[config.mk]
export PLATFORM = sky130hd
export DESIGN_NAME = icache_axi_rd_bridge_flat
export DESIGN_NICKNAME = d
export VERILOG_FILES = /design/src/rtl/icache_axi_rd_bridge_if.sv /design/src/rtl/icache_axi_rd_bridge.sv /design/src/flat_wrapper.sv
export SDC_FILE = /design/constraint.sdc
export NUM_CORES = 1
export LEC_CHECK = 0
export ABC_AREA = 1
export CORE_ASPECT_RATIO = 1.4
export CORE_MARGIN = 4
export CORE_UTILIZATION = 28
export CTS_CLUSTER_SIZE = 28
export DETAILED_ROUTE_END_ITERATION = 8
export GPL_ROUTABILITY_DRIVEN = 0
export GPL_TIMING_DRIVEN = 0
export REMOVE_ABC_BUFFERS = 1
export SLEW_MARGIN = 20
export SYNTH_ARGS = -nofsm -noshare
export SYNTH_HDL_FRONTEND = slang
export SYNTH_SLANG_ARGS = --single-unit
export TNS_END_PERCENT = 20
[constraint.sdc]
create_clock -name clk -period 2.6 [get_ports clk]
set_clock_uncertainty 0.1 [all_clocks]
set_input_delay 0.78 -clock clk [delete_from_list [all_inputs] [get_ports clk]]
set_output_delay 0.78 -clock clk [all_outputs]
set_load 0.01 [all_outputs]
[src/rtl/icache_axi_rd_bridge_if.sv]
// Bundles the cache miss port and the AXI read-address/read-data channels.
// The bridge uses the master modport; the cache/interconnect side uses slave.
interface icache_axi_rd_bridge_if #(
  parameter int A_WIDTH = 32
);
  logic [A_WIDTH-1:0] m_a;
  logic               m_strobe;
  logic [31:0]        m_dout;
  logic               m_ready;
  logic               m_err;

  logic [3:0]         arid;
  logic [A_WIDTH-1:0] araddr;
  logic [7:0]         arlen;
  logic [2:0]         arsize;
  logic [1:0]         arburst;
  logic [1:0]         arlock;
  logic [3:0]         arcache;
  logic [2:0]         arprot;
  logic               arvalid;
  logic               arready;

  logic [3:0]         rid;
  logic [31:0]        rdata;
  logic [1:0]         rresp;
  logic               rlast;
  logic               rvalid;
  logic               rready;

  modport master (
    input  m_a, m_strobe, arready, rid, rdata, rresp, rlast, rvalid,
    output m_dout, m_ready, m_err, arid, araddr, arlen, arsize, arburst,
           arlock, arcache, arprot, arvalid, rready
  );

  modport slave (
    output m_a, m_strobe, arready, rid, rdata, rresp, rlast, rvalid,
    input  m_dout, m_ready, m_err, arid, araddr, arlen, arsize, arburst,
           arlock, arcache, arprot, arvalid, rready
  );
endinterface

[src/rtl/icache_axi_rd_bridge.sv]
// Turns one instruction-cache miss at a time into a single-beat AXI read and
// returns the word with a one-cycle m_ready pulse.
module icache_axi_rd_bridge #(
  parameter int         A_WIDTH = 32,
  parameter logic [3:0] AXI_ID  = 4'd0
) (
  input logic                     clk,
  input logic                     rst,
  icache_axi_rd_bridge_if.master  bus
);

  localparam logic [1:0] S_IDLE = 2'd0;
  localparam logic [1:0] S_ADDR = 2'd1;
  localparam logic [1:0] S_DATA = 2'd2;
  localparam logic [1:0] S_DONE = 2'd3;

  logic [1:0]         r_state;
  logic [A_WIDTH-1:0] r_araddr;
  logic               r_arvalid;
  logic               r_rready;
  logic [31:0]        r_m_dout;
  logic               r_m_err;
  logic               r_drop;
  logic               w_drop;
  logic               w_unused;

  // A strobe falling in the beat cycle itself also discards the data.
  assign w_drop   = r_drop | ~bus.m_strobe;
  assign w_unused = ^{bus.rid, bus.rlast, bus.m_a[1:0]};

  // Miss sequencer: IDLE -> ADDR -> DATA -> DONE, with sticky abort tracking.
  always_ff @(posedge clk) begin
    if (rst) begin
      r_state   <= S_IDLE;
      r_araddr  <= {A_WIDTH{1'b0}};
      r_arvalid <= 1'b0;
      r_rready  <= 1'b0;
      r_m_dout  <= 32'd0;
      r_m_err   <= 1'b0;
      r_drop    <= 1'b0;
    end else begin
      case (r_state)
        S_IDLE: begin
          if (bus.m_strobe) begin
            r_araddr  <= {bus.m_a[A_WIDTH-1:2], 2'b00};
            r_arvalid <= 1'b1;
            r_drop    <= 1'b0;
            r_state   <= S_ADDR;
          end
        end
        S_ADDR: begin
          r_drop <= w_drop;
          if (bus.arready) begin
            r_arvalid <= 1'b0;
            r_rready  <= 1'b1;
            r_state   <= S_DATA;
          end
        end
        S_DATA: begin
          r_drop <= w_drop;
          if (bus.rvalid) begin
            r_m_dout <= bus.rdata;
            r_m_err  <= (bus.rresp != 2'b00);
            r_rready <= 1'b0;
            r_state  <= w_drop ? S_IDLE : S_DONE;
          end
        end
        S_DONE: begin
          r_state <= S_IDLE;
        end
        default: begin
          r_state   <= S_IDLE;
          r_arvalid <= 1'b0;
          r_rready  <= 1'b0;
        end
      endcase
    end
  end

  assign bus.m_dout  = r_m_dout;
  assign bus.m_ready = (r_state == S_DONE);
  assign bus.m_err   = (r_state == S_DONE) & r_m_err;

  assign bus.arid    = AXI_ID;
  assign bus.araddr  = r_araddr;
  assign bus.arlen   = 8'd0;
  assign bus.arsize  = 3'b010;
  assign bus.arburst = 2'b01;
  assign bus.arlock  = 2'b00;
  assign bus.arcache = 4'b0000;
  assign bus.arprot  = 3'b000;
  assign bus.arvalid = r_arvalid;
  assign bus.rready  = r_rready;

endmodule

[src/flat_wrapper.sv]
// flat-port wrapper written by rule: the top's interface ports become plain ports
module icache_axi_rd_bridge_flat 
#(
  parameter int         A_WIDTH = 32,
  parameter logic [3:0] AXI_ID  = 4'd0
)
  (clk, rst, bus_m_a, bus_m_strobe, bus_arready, bus_rid, bus_rdata, bus_rresp, bus_rlast, bus_rvalid, bus_m_dout, bus_m_ready, bus_m_err, bus_arid, bus_araddr, bus_arlen, bus_arsize, bus_arburst, bus_arlock, bus_arcache, bus_arprot, bus_arvalid, bus_rready);
  icache_axi_rd_bridge_if #(.A_WIDTH(A_WIDTH)) bus_i ();
  input logic clk;
  input logic rst;
  input wire logic [$bits(bus_i.m_a)-1:0] bus_m_a;
  input wire logic [$bits(bus_i.m_strobe)-1:0] bus_m_strobe;
  input wire logic [$bits(bus_i.arready)-1:0] bus_arready;
  input wire logic [$bits(bus_i.rid)-1:0] bus_rid;
  input wire logic [$bits(bus_i.rdata)-1:0] bus_rdata;
  input wire logic [$bits(bus_i.rresp)-1:0] bus_rresp;
  input wire logic [$bits(bus_i.rlast)-1:0] bus_rlast;
  input wire logic [$bits(bus_i.rvalid)-1:0] bus_rvalid;
  output wire logic [$bits(bus_i.m_dout)-1:0] bus_m_dout;
  output wire logic [$bits(bus_i.m_ready)-1:0] bus_m_ready;
  output wire logic [$bits(bus_i.m_err)-1:0] bus_m_err;
  output wire logic [$bits(bus_i.arid)-1:0] bus_arid;
  output wire logic [$bits(bus_i.araddr)-1:0] bus_araddr;
  output wire logic [$bits(bus_i.arlen)-1:0] bus_arlen;
  output wire logic [$bits(bus_i.arsize)-1:0] bus_arsize;
  output wire logic [$bits(bus_i.arburst)-1:0] bus_arburst;
  output wire logic [$bits(bus_i.arlock)-1:0] bus_arlock;
  output wire logic [$bits(bus_i.arcache)-1:0] bus_arcache;
  output wire logic [$bits(bus_i.arprot)-1:0] bus_arprot;
  output wire logic [$bits(bus_i.arvalid)-1:0] bus_arvalid;
  output wire logic [$bits(bus_i.rready)-1:0] bus_rready;
  assign bus_i.m_a = bus_m_a;
  assign bus_i.m_strobe = bus_m_strobe;
  assign bus_i.arready = bus_arready;
  assign bus_i.rid = bus_rid;
  assign bus_i.rdata = bus_rdata;
  assign bus_i.rresp = bus_rresp;
  assign bus_i.rlast = bus_rlast;
  assign bus_i.rvalid = bus_rvalid;
  assign bus_m_dout = bus_i.m_dout;
  assign bus_m_ready = bus_i.m_ready;
  assign bus_m_err = bus_i.m_err;
  assign bus_arid = bus_i.arid;
  assign bus_araddr = bus_i.araddr;
  assign bus_arlen = bus_i.arlen;
  assign bus_arsize = bus_i.arsize;
  assign bus_arburst = bus_i.arburst;
  assign bus_arlock = bus_i.arlock;
  assign bus_arcache = bus_i.arcache;
  assign bus_arprot = bus_i.arprot;
  assign bus_arvalid = bus_i.arvalid;
  assign bus_rready = bus_i.rready;
  icache_axi_rd_bridge #(.A_WIDTH(A_WIDTH), .AXI_ID(AXI_ID)) u_core (.clk(clk), .rst(rst), .bus(bus_i));
endmodule
==> impl_table.tex, run 1 <==
\begin{tabular}{lr}
\hline
Metric & Value \\
\hline
\multicolumn{2}{l}{\textbf{Layout}} \\
Non-filler instance count after layout & 621 \\
Number of diodes added for antenna fixing & 0 \\
Number of nets in the final layout & 566 \\
Area added between synthesis and finish & 56.5\% \\
Fraction of final layout cells sized beyond drive strength 1 & 0.0532 \\
\multicolumn{2}{l}{\textbf{Setup path}} \\
Critical Path RT & 1.72 ns \\
Worst EP arrival & 1.59 ns \\
FF-to-FF setup slack & 0.53 ns \\
Kind of end point of the critical path & output pin \\
Critical-path maximum fanout & 4 \\
Slowest library cell on the worst path & clkdlybuf4s50\_1 \\
Element type at the critical path start & flop \\
Buf+Inv Stages, Crit Path & 2 \\
Critical path cell sequence & ha\_2 > nand2\_1 > inv\_1 > clkdlybuf4s50\_1 \\
Peak per-stage delay on the critical path & 0.54 ns \\
Crit path max-delay family & buffers and inverters \\
Start-to-end type of the worst setup path & flop to output pin \\
\multicolumn{2}{l}{\textbf{STA}} \\
Max transition margin & 0.366 \\
Unrepaired setup endpoints after global routing & false \\
Final hold vios & 0 \\
Setup TNS & 0 ns \\
Maximum operating frequency & 405 MHz \\
Setup-failing EPs final & 0 \\
Final Max Tran Viols & 0 \\
Part of the cycle the worst path needs & 0.949 \\
Final critical path time including I/O delays and setup & 2.47 ns \\
Actual transition at the worst max-transition pin & 0.949 ns \\
\multicolumn{2}{l}{\textbf{Flow run}} \\
Max capacitance violation total & 0 \\
\multicolumn{2}{l}{\textbf{Synth}} \\
Top area cells in the synthesized netlist & dfxtp\_1 49\%, nor2\_1 18\%, o21ai\_0 9.7\% \\
Synth Area in Simple Gates & 0.212 \\
Xor/xnor share of the synthesized area & 0 \\
Synthesized instance count & 360 \\
Post-synthesis adder-cell area fraction & 0.0269 \\
Area of the mapped netlist & 0.00279 sq mm \\
Fraction of the yosys area taken by sequential cells & 0.487 \\
Dominant combinational cell family by area after synthesis & simple AND/OR/NAND/NOR gates \\
Fraction of synthesized area in multiplexers & 0 \\
Count of distinct cell types in the synthesized netlist & 22 \\
Flip-flop and latch count after synthesis & 68 \\
Per-instance average area after synthesis & 7.76 sq um \\
Share of the synthesized area in compound gates (AO/OA/AOI/OAI) & 0.129 \\
Fraction of post-synthesis cell area in the top cell type by area & 0.487 \\
Post-synth top area cell & dfxtp\_1 \\
Number of warnings issued by yosys & 0 \\
\multicolumn{2}{l}{\textbf{Power and ir drop}} \\
Switching share of total power & 0.291 \\
Clock network fraction of total power & 0.350 \\
Combinational group share of total power & 0.288 \\
Maximum VDD drop & 0.383 mV \\
Seq pwr share & 0.362 \\
P\_leak & 1.74 nW \\
Areal power density over the cells & 837 mW/mm\^{}2 \\
Cell Int Power & 2.59 mW \\
Psw & 1.07 mW \\
\multicolumn{2}{l}{\textbf{Global routing}} \\
Routing layer with the top usage in global route & met2 \\
Met3 Use GR & 0.0495 \\
Met1 GRT Util & 0.136 \\
Antenna violations before repair & 0 \\
GRT Overall Usage & 0.130 \\
Grt ovf & 0 \\
Vias in the first global route & 2,585 \\
Global-route wire length before repair & 12.2 mm \\
Met2 layer usage reported by global route & 0.232 \\
Pin count of the biggest net entering global routing & 68 \\
\multicolumn{2}{l}{\textbf{Clocking}} \\
Hold buffer count at cts & 0 \\
CTS H-tree depth & 3 \\
Bufs on Longest Clock Path & 2 \\
Clock sink count & 68 \\
CTS Buf Count & 9 \\
Setup Buffers After CTS & 0 \\
Buffer cell driving the clock tree root & clkbuf\_16 \\
Clock-pin slew on the worst setup and hold paths & 0.06 ns \\
CTS tree & yes \\
Clock latency on the worst-skew pair & 0.32 ns \\
\multicolumn{2}{l}{\textbf{Detailed routing}} \\
Avg WL per Cell & 12.1 microns \\
Routed WL & 7.52 mm \\
TritonRoute pass-1 iters & 4 \\
Violation count after the first detailed-routing iteration & 47 \\
Drt drc & 0 \\
Vias per std cell & 4.21 \\
Total via count after detailed routing & 2,615 \\
Post-route antenna net violation count & 0 \\
\multicolumn{2}{l}{\textbf{Floorplan}} \\
Site Rows & 42 \\
Die H & 126 microns \\
Die outline width & 92.4 microns \\
Total I/O pin count & 170 \\
CORE AREA & 0.00962 sq mm \\
Initial cell density of the core & 0.291 \\
Die area & 0.0117 sq mm \\
\multicolumn{2}{l}{\textbf{Placed design}} \\
Number of placed cells counting well taps & 605 \\
DPL Wire Length & 5.37 mm \\
PortBufs & 134 \\
\multicolumn{2}{l}{\textbf{Run status}} \\
Result of the run & finished, final reports clean \\
\multicolumn{2}{l}{\textbf{Min path}} \\
Path type of the worst min-delay path & flop to flop \\
\hline
\end{tabular}
==> state kept, by name, indices dropped and copies added (netlist names) <==
| name | cells |
|---|---|
| u_core.bus.araddr | 30 |
| u_core.bus.arvalid | 1 |
| u_core.bus.m_dout | 32 |
| u_core.bus.rready | 1 |
| u_core.r_drop | 1 |
| u_core.r_m_err | 1 |
| u_core.r_state | 2 |
==> metal layers <==
metal  vias up  wire length [microns]  share of wire
li1       1326                      -              -
met1      1183                   2920           0.39
met2        97                   3820           0.51
met3         9                    669          0.089
met4         0                    107          0.014
met5         -                      0              0
==> worst register-to-register path: stages (launching register included) <==
cell     delay (ns)
dfxtp_1        0.39
inv_1          0.13
ha_1           0.25
nand2_2        0.42
inv_2          0.37
a21oi_1        0.24
nor2_1         0.06
==> logic make-up (layout without fill, tap and decap cells) <==
logic type               count (synthesis)  count (layout)
other                                    2              28
AO/OA/AOI/OAI                           71              71
buffers and inverters                   60             163
AND/OR/NAND/NOR                        153             153
adder cells (fa/ha/maj)                  6               6
flip-flops                              68              68
==> cells in the mapped netlist (all sizes together) <==
master and number:
conb 2, ha 6, inv 13, nand4 2, nand3 3, buf 40, dfxtp 68, nor2 131
a21oi 4, a21boi 1, nor3 1, clkbuf 7, o21ai 66, nand2 16
==> power groups by stage <==
stage               logic, mW  clock network, mW  registers, mW
floorplan               0.437                  0           1.42
global placement         1.05                  0           1.34
detailed placement       1.07                  0           1.34
CTS                      1.08               1.32           1.32
global route             1.19               1.37           1.35
finish                   1.06               1.28           1.32
==> metrics by stage <==
stage	setup slack [ns]	cell area (sq um)	power, mW	hold WS, ns	utilization
final	0.133	4370	3.66	0.379	0.455
after global routing	0.0335	4370	3.90	0.404	0.455
after CTS	0.0182	4370	3.73	0.385	0.455
after detailed placement	-0.140	4050	2.42	0.372	0.421
after global placement	-0.0799	4050	2.39	0.362	0.421
after floorplan	0.894	2550	1.85	0.352	-
==> layout make-up <==
cell class	count	area (sq um)
multi-input combinational	258	1140
clock inverter	7	91.3
timing repair buffer	134	1340
clock buffer	9	225
sequential	68	1360
inverter	13	51.3
fill	1011	5240
tap	132	165
==> final timing paths <==
path / start / endpoint / cells after the start
worst max-delay path: u_core.r_state[0] / bus_m_err / 4
worst min-delay path: u_core.bus.araddr[12] / u_core.bus.araddr[12] / 2
worst max register to register: u_core.r_state[0] / u_core.bus.arvalid / 6
worst min register to register: u_core.bus.araddr[12] / u_core.bus.araddr[12] / 2
==> placed cells by master, fill, tap and decap left out, types with 2 or more instances in the layout <==
cell,instances
ha_1,5
nand4_1,2
nand2_1,13
bufinv_16,2
nor2_1,131
dfxtp_1,67
nand2_2,3
o21ai_1,12
clkdlybuf4s50_1,134
inv_1,9
o21ai_0,54
clkbuf_16,9
nand3_1,3
a21oi_1,3
clkinv_2,3
inv_2,3
conb_1,28
==> repair_timing <==
item | in CTS | in global routing
hold endpoints to repair | 0 | 0
gates resized for setup | 1 | 1
setup endpoints to repair | 1 | 1
Power figures use the tool's default switching activity.
==> run 2: changes to the inputs <==
--- a/config.mk
+++ b/config.mk
@@ -13,6 +13,7 @@
 export DETAILED_ROUTE_END_ITERATION = 8
 export GPL_ROUTABILITY_DRIVEN = 0
 export GPL_TIMING_DRIVEN = 0
+export PLACE_DENSITY = 0.69
 export REMOVE_ABC_BUFFERS = 1
 export SLEW_MARGIN = 20
 export SYNTH_ARGS = -nofsm -noshare
==> run 2 against run 1 <==
  * Worst hold slack hardly changed
  * Global-route usage decreased by 0.50 points
  * Register-to-register slack is essentially flat
  * Sequential cell count unchanged
  * First-iteration DRC count up 60%
  * Wire length shrank 1.6%
  * Clock power down 8%
  * Critical path type unchanged
  * Critical endpoint unchanged
  * Largest power group unchanged
==> impl_table.tex, run 2 (synthesis gave the netlist of run 1 again) <==
\begin{tabular}{lr}
\hline
Metric & Value \\
\hline
\multicolumn{2}{l}{\textbf{Floorplan}} \\
Initial cell density of the core & 0.291 \\
Total I/O pin count & 170 \\
Die area & 0.0117 sq mm \\
Site Rows & 42 \\
Die outline width & 92.4 microns \\
Die H & 126 microns \\
CORE AREA & 0.00962 sq mm \\
\multicolumn{2}{l}{\textbf{Power and ir drop}} \\
P\_leak & 1.73 nW \\
Maximum VDD drop & 0.317 mV \\
Power consumption & 3.56 mW \\
Areal power density over the cells & 817 mW/mm\^{}2 \\
\multicolumn{2}{l}{\textbf{STA}} \\
Setup-failing EPs final & 0 \\
Final Max Tran Viols & 0 \\
Part of the cycle the worst path needs & 0.940 \\
Maximum operating frequency & 409 MHz \\
Max transition margin & 0.368 \\
Unrepaired setup endpoints after global routing & false \\
Final critical path time including I/O delays and setup & 2.44 ns \\
Final hold vios & 0 \\
Hold Worst Slack & 0.380 ns \\
Actual transition at the worst max-transition pin & 0.946 ns \\
Setup TNS & 0 ns \\
\multicolumn{2}{l}{\textbf{Layout}} \\
Top library cells by usage in the layout, fill and taps aside & 134 x clkdlybuf4s50\_1, 131 x nor2\_1, 67 x dfxtp\_1, 54 x o21ai\_0, 28 x conb\_1 \\
Number of flip-flops under the largest register name & 32 \\
Number of diodes added for antenna fixing & 0 \\
Area of all sequential standard cells & 0.00136 sq mm \\
Post-route core utilization & 0.453 \\
Number of nets in the final layout & 566 \\
Most common cell after layout, fill and taps aside & clkdlybuf4s50\_1 \\
Area added between synthesis and finish & 55.9\% \\
Post-route cell area & 0.00436 sq mm \\
Area of the multi-input gates & 0.00113 sq mm \\
Fraction of final layout cells sized beyond drive strength 1 & 0.0470 \\
Number of filler cells placed in the layout & 1,003 \\
\multicolumn{2}{l}{\textbf{Setup path}} \\
Critical Path RT & 1.72 ns \\
Start-to-end type of the worst setup path & flop to output pin \\
Kind of end point of the critical path & output pin \\
Critical-path maximum fanout & 4 \\
Worst EP arrival & 1.56 ns \\
Number of cells on the worst reg-to-reg path & 6 \\
Element type at the critical path start & flop \\
\multicolumn{2}{l}{\textbf{Detailed routing}} \\
Post-route antenna net violation count & 0 \\
Total via count after detailed routing & 2,587 \\
Violation count after the first detailed-routing iteration & 75 \\
Drt drc & 0 \\
Avg WL per Cell & 11.9 microns \\
Routed WL & 7.41 mm \\
TritonRoute pass-1 iters & 4 \\
Vias per std cell & 4.17 \\
\multicolumn{2}{l}{\textbf{Clocking}} \\
Clock sink count & 68 \\
CTS Buf Count & 9 \\
Hold buffer count at cts & 0 \\
Bufs on Longest Clock Path & 2 \\
CTS H-tree depth & 3 \\
Clock-pin slew on the worst setup and hold paths & 0.05 ns \\
Clock latency on the worst-skew pair & 0.32 ns \\
Buffer cell driving the clock tree root & clkbuf\_16 \\
CTS tree & yes \\
\multicolumn{2}{l}{\textbf{Min path}} \\
Worst Hold Depth & 2 \\
Path type of the worst min-delay path & flop to flop \\
\multicolumn{2}{l}{\textbf{Run status}} \\
Result of the run & finished, final reports clean \\
\multicolumn{2}{l}{\textbf{Placed design}} \\
Total cell area at the placement stage & 0.00405 sq mm \\
PortBufs & 134 \\
DPL Wire Length & 5.36 mm \\
\multicolumn{2}{l}{\textbf{Flow run}} \\
Max capacitance violation total & 0 \\
\multicolumn{2}{l}{\textbf{Global routing}} \\
Antenna violations before repair & 0 \\
Pin count of the biggest net entering global routing & 68 \\
Global-route wire length before repair & 11.5 mm \\
GRT Overall Usage & 0.125 \\
Vias in the first global route & 2,451 \\
Grt ovf & 0 \\
\hline
\end{tabular}
run 2: cell types whose count changed in the layout (fill, tap and decap cells not counted), sizes merged:
cell | before | now
clkbuf | 9 | 16
clkinv | 4 | 0
bufinv | 2 | 0
clkinvlp | 1 | 0
run 2: final cells by class:
type	count	area share
clock buffer	16	0.0692
inverter	13	0.0118
multi-input combinational	258	0.260
sequential	68	0.313
tap	132	0.0379
timing repair buffer	134	0.308
run 2: worst max-delay path, stage by stage, from the launching register on:
cell	delay [ns]
dfxtp_1	0.38
ha_1	0.22
nand2_1	0.06
inv_1	0.05
clkdlybuf4s50_1	0.54
run 2: path summary, 6_finish.rpt:
path | from | end | slack, ns
min | u_core.bus.m_dout[21] | u_core.bus.m_dout[21] | 0.38
min reg2reg | u_core.bus.m_dout[21] | u_core.bus.m_dout[21] | 0.38
max | u_core.r_state[0] | bus_m_err | 0.16
max reg2reg | u_core.r_state[0] | u_core.bus.arvalid | 0.54
run 2: timing repair:
action                                  CTS  global route
endpoints found under the setup margin    0             1
setup buffers                             0             0
gates resized for setup                   0             1
run 2: power by group:
group / switching (mW) / internal [mW]
registers: 0.0946 / 1.23
logic: 0.525 / 0.530
clock network: 0.402 / 0.776
total: 1.02 / 2.54
run 2: through the flow:
step | std cells | setup slack, ns
global placement | 605 | -0.0983
floorplan | 339 | 0.894
detailed placement | 605 | -0.135
CTS | 621 | 0.0530
finish | 621 | 0.157
global route | 621 | 0.0633
run 2: routing by layer:
metal  wire [microns]  GRT usage  vias to the layer above
met2             3850      0.223                       89
met1             2760      0.125                     1148
met4              242     0.0840                        0
met5                0          0                        -
li1                 -          -                     1333
met3              550     0.0334                       17
==> run 3: changes to the inputs <==
--- a/config.mk
+++ b/config.mk
@@ -13,7 +13,7 @@
 export DETAILED_ROUTE_END_ITERATION = 8
 export GPL_ROUTABILITY_DRIVEN = 0
 export GPL_TIMING_DRIVEN = 0
-export PLACE_DENSITY = 0.69
+export PLACE_DENSITY = 0.72
 export REMOVE_ABC_BUFFERS = 1
 export SLEW_MARGIN = 20
 export SYNTH_ARGS = -nofsm -noshare
==> constraint.sdc (replaced) <==
create_clock -name clk -period 2.2 [get_ports clk]
set_clock_uncertainty 0.1 [all_clocks]
set_input_delay 0.66 -clock clk [delete_from_list [all_inputs] [get_ports clk]]
set_output_delay 0.66 -clock clk [all_outputs]
set_load 0.01 [all_outputs]
==> run 3 against run 2 <==
  * Combinational power is 20% higher
  * Final area is 0.57% higher
  * Core utilization is 0.26 points higher
==> impl_table.tex, run 3 (synthesis gave the netlist of run 1 again) <==
\begin{tabular}{lr}
\hline
Metric & Value \\
\hline
\multicolumn{2}{l}{\textbf{Detailed routing}} \\
Total via count after detailed routing & 2,590 \\
Post-route antenna net violation count & 0 \\
Routed WL & 7.63 mm \\
Drt drc & 0 \\
Vias per std cell & 4.17 \\
Violation count after the first detailed-routing iteration & 66 \\
Avg WL per Cell & 12.3 microns \\
TritonRoute pass-1 iters & 4 \\
\multicolumn{2}{l}{\textbf{Global routing}} \\
GRT Overall Usage & 0.129 \\
Antenna violations before repair & 0 \\
Vias in the first global route & 2,512 \\
Pin count of the biggest net entering global routing & 68 \\
Global-route wire length before repair & 12.0 mm \\
Grt ovf & 0 \\
\multicolumn{2}{l}{\textbf{Layout}} \\
Top library cells by usage in the layout, fill and taps aside & 132 x clkdlybuf4s50\_1, 131 x nor2\_1, 66 x dfxtp\_1, 54 x o21ai\_0, 28 x conb\_1 \\
Area added between synthesis and finish & 56.8\% \\
Number of nets in the final layout & 566 \\
Number of diodes added for antenna fixing & 0 \\
Most common cell after layout, fill and taps aside & clkdlybuf4s50\_1 \\
Post-route cell area & 0.00438 sq mm \\
Number of flip-flops under the largest register name & 32 \\
Number of filler cells placed in the layout & 942 \\
Fraction of final layout cells sized beyond drive strength 1 & 0.0552 \\
\multicolumn{2}{l}{\textbf{Placed design}} \\
PortBufs & 134 \\
Place WS & -0.433 ns \\
Total cell area at the placement stage & 0.00405 sq mm \\
DPL Wire Length & 5.52 mm \\
\multicolumn{2}{l}{\textbf{Clocking}} \\
CTS Buf Count & 9 \\
Buffer cell driving the clock tree root & clkbuf\_16 \\
CTS H-tree depth & 3 \\
Clock latency on the worst-skew pair & 0.32 ns \\
CTS tree & yes \\
Bufs on Longest Clock Path & 2 \\
Clock sink count & 68 \\
Clock-pin slew on the worst setup and hold paths & 0.06 ns \\
Hold buffer count at cts & 0 \\
\multicolumn{2}{l}{\textbf{Power and ir drop}} \\
P\_leak & 1.74 nW \\
Maximum VDD drop & 0.427 mV \\
Areal power density over the cells & 973 mW/mm\^{}2 \\
\multicolumn{2}{l}{\textbf{STA}} \\
Final critical path time including I/O delays and setup & 2.01 ns \\
Unrepaired setup endpoints after global routing & false \\
Setup-failing EPs final & 0 \\
Part of the cycle the worst path needs & 0.914 \\
Actual transition at the worst max-transition pin & 0.575 ns \\
Max transition margin & 0.617 \\
Worst Slack Setup Final & 0.189 ns \\
Maximum operating frequency & 497 MHz \\
Final Max Tran Viols & 0 \\
Final hold vios & 0 \\
\multicolumn{2}{l}{\textbf{Setup path}} \\
Element type at the critical path start & flop \\
Worst EP arrival & 1.25 ns \\
Critical Path RT & 1.44 ns \\
Kind of end point of the critical path & output pin \\
Peak per-stage delay on the critical path & 0.37 ns \\
Start-to-end type of the worst setup path & flop to output pin \\
Slowest library cell on the worst path & dfxtp\_4 \\
Critical-path maximum fanout & 6 \\
Critical path cell sequence & ha\_2 > nand2\_1 > inv\_1 > dlygate4sd2\_1 \\
FF-to-FF setup slack & 0.53 ns \\
\multicolumn{2}{l}{\textbf{Run status}} \\
Result of the run & finished, final reports clean \\
\multicolumn{2}{l}{\textbf{Floorplan}} \\
Site Rows & 42 \\
Initial cell density of the core & 0.291 \\
Die H & 126 microns \\
Total I/O pin count & 170 \\
Die outline width & 92.4 microns \\
Die area & 0.0117 sq mm \\
CORE AREA & 0.00962 sq mm \\
\multicolumn{2}{l}{\textbf{Flow run}} \\
Max capacitance violation total & 0 \\
\multicolumn{2}{l}{\textbf{Min path}} \\
Path type of the worst min-delay path & flop to flop \\
\hline
\end{tabular}
[run 3: per-layer routing]
layer	share of wire	wire length, microns	track usage	vias up
met5	0	0	0	-
met4	0.016	125	0.0691	0
met3	0.071	542	0.0280	12
met1	0.37	2840	0.132	1150
met2	0.54	4130	0.238	97
li1	-	-	-	1331
[run 3: timing repair]
| item | in CTS | in global routing |
|---|---|---|
| buffers inserted | 0 | 0 |
| endpoints found under the setup margin | 33 | 46 |
| resized for setup | 7 | 6 |
[run 3: report_power, final]
part           switching (mW)  leakage [nW]  internal [mW]  total (mW)
logic                   0.635          1.04          0.628        1.26
clock network           0.527         0.144          0.905        1.43
registers               0.114         0.558           1.45        1.57
total                    1.28          1.74           2.99        4.26
[run 3: per-stage QoR]
step           hold WS (ns)  TNS (ns)  std cells  total power, mW  utilization
5_1_grt               0.401         0        621             4.52        0.456
6_report              0.381         0        621             4.26        0.456
3_3_place_gp          0.364    -15.81        605             2.82        0.421
3_5_place_dp          0.373    -19.46        605             2.86        0.421
2_1_floorplan         0.352         0        339             2.19            -
4_1_cts               0.386         0        621             4.32        0.454
[run 3: cell type report]
class                   instances  area (sq um)  share of cell area
repair buffers                134          1340               0.306
clock buffers                  10           239              0.0546
multi-input cells             258          1150               0.262
well taps                     132           165              0.0377
clock inverters                 6          63.8              0.0146
flip-flops and latches         68          1370               0.312
inverters                      13          61.3              0.0140
[run 3: critical path: cells and delay by family (launching register included)]
kind / cells / cell delay, ns
DFF: 1 / 0.37
buffers and inverters: 2 / 0.29
adders and majority gates: 1 / 0.20
and+or+nand+nor: 1 / 0.06
[run 3: final timing paths]
kind | from | end | cells past startpoint
worst max-delay path | u_core.r_state[1] | bus_m_err | 4
worst min-delay path | u_core.bus.m_dout[10] | u_core.bus.m_dout[10] | 2
worst max register to register | u_core.r_state[0] | u_core.r_m_err | 6
worst min register to register | u_core.bus.m_dout[10] | u_core.bus.m_dout[10] | 2
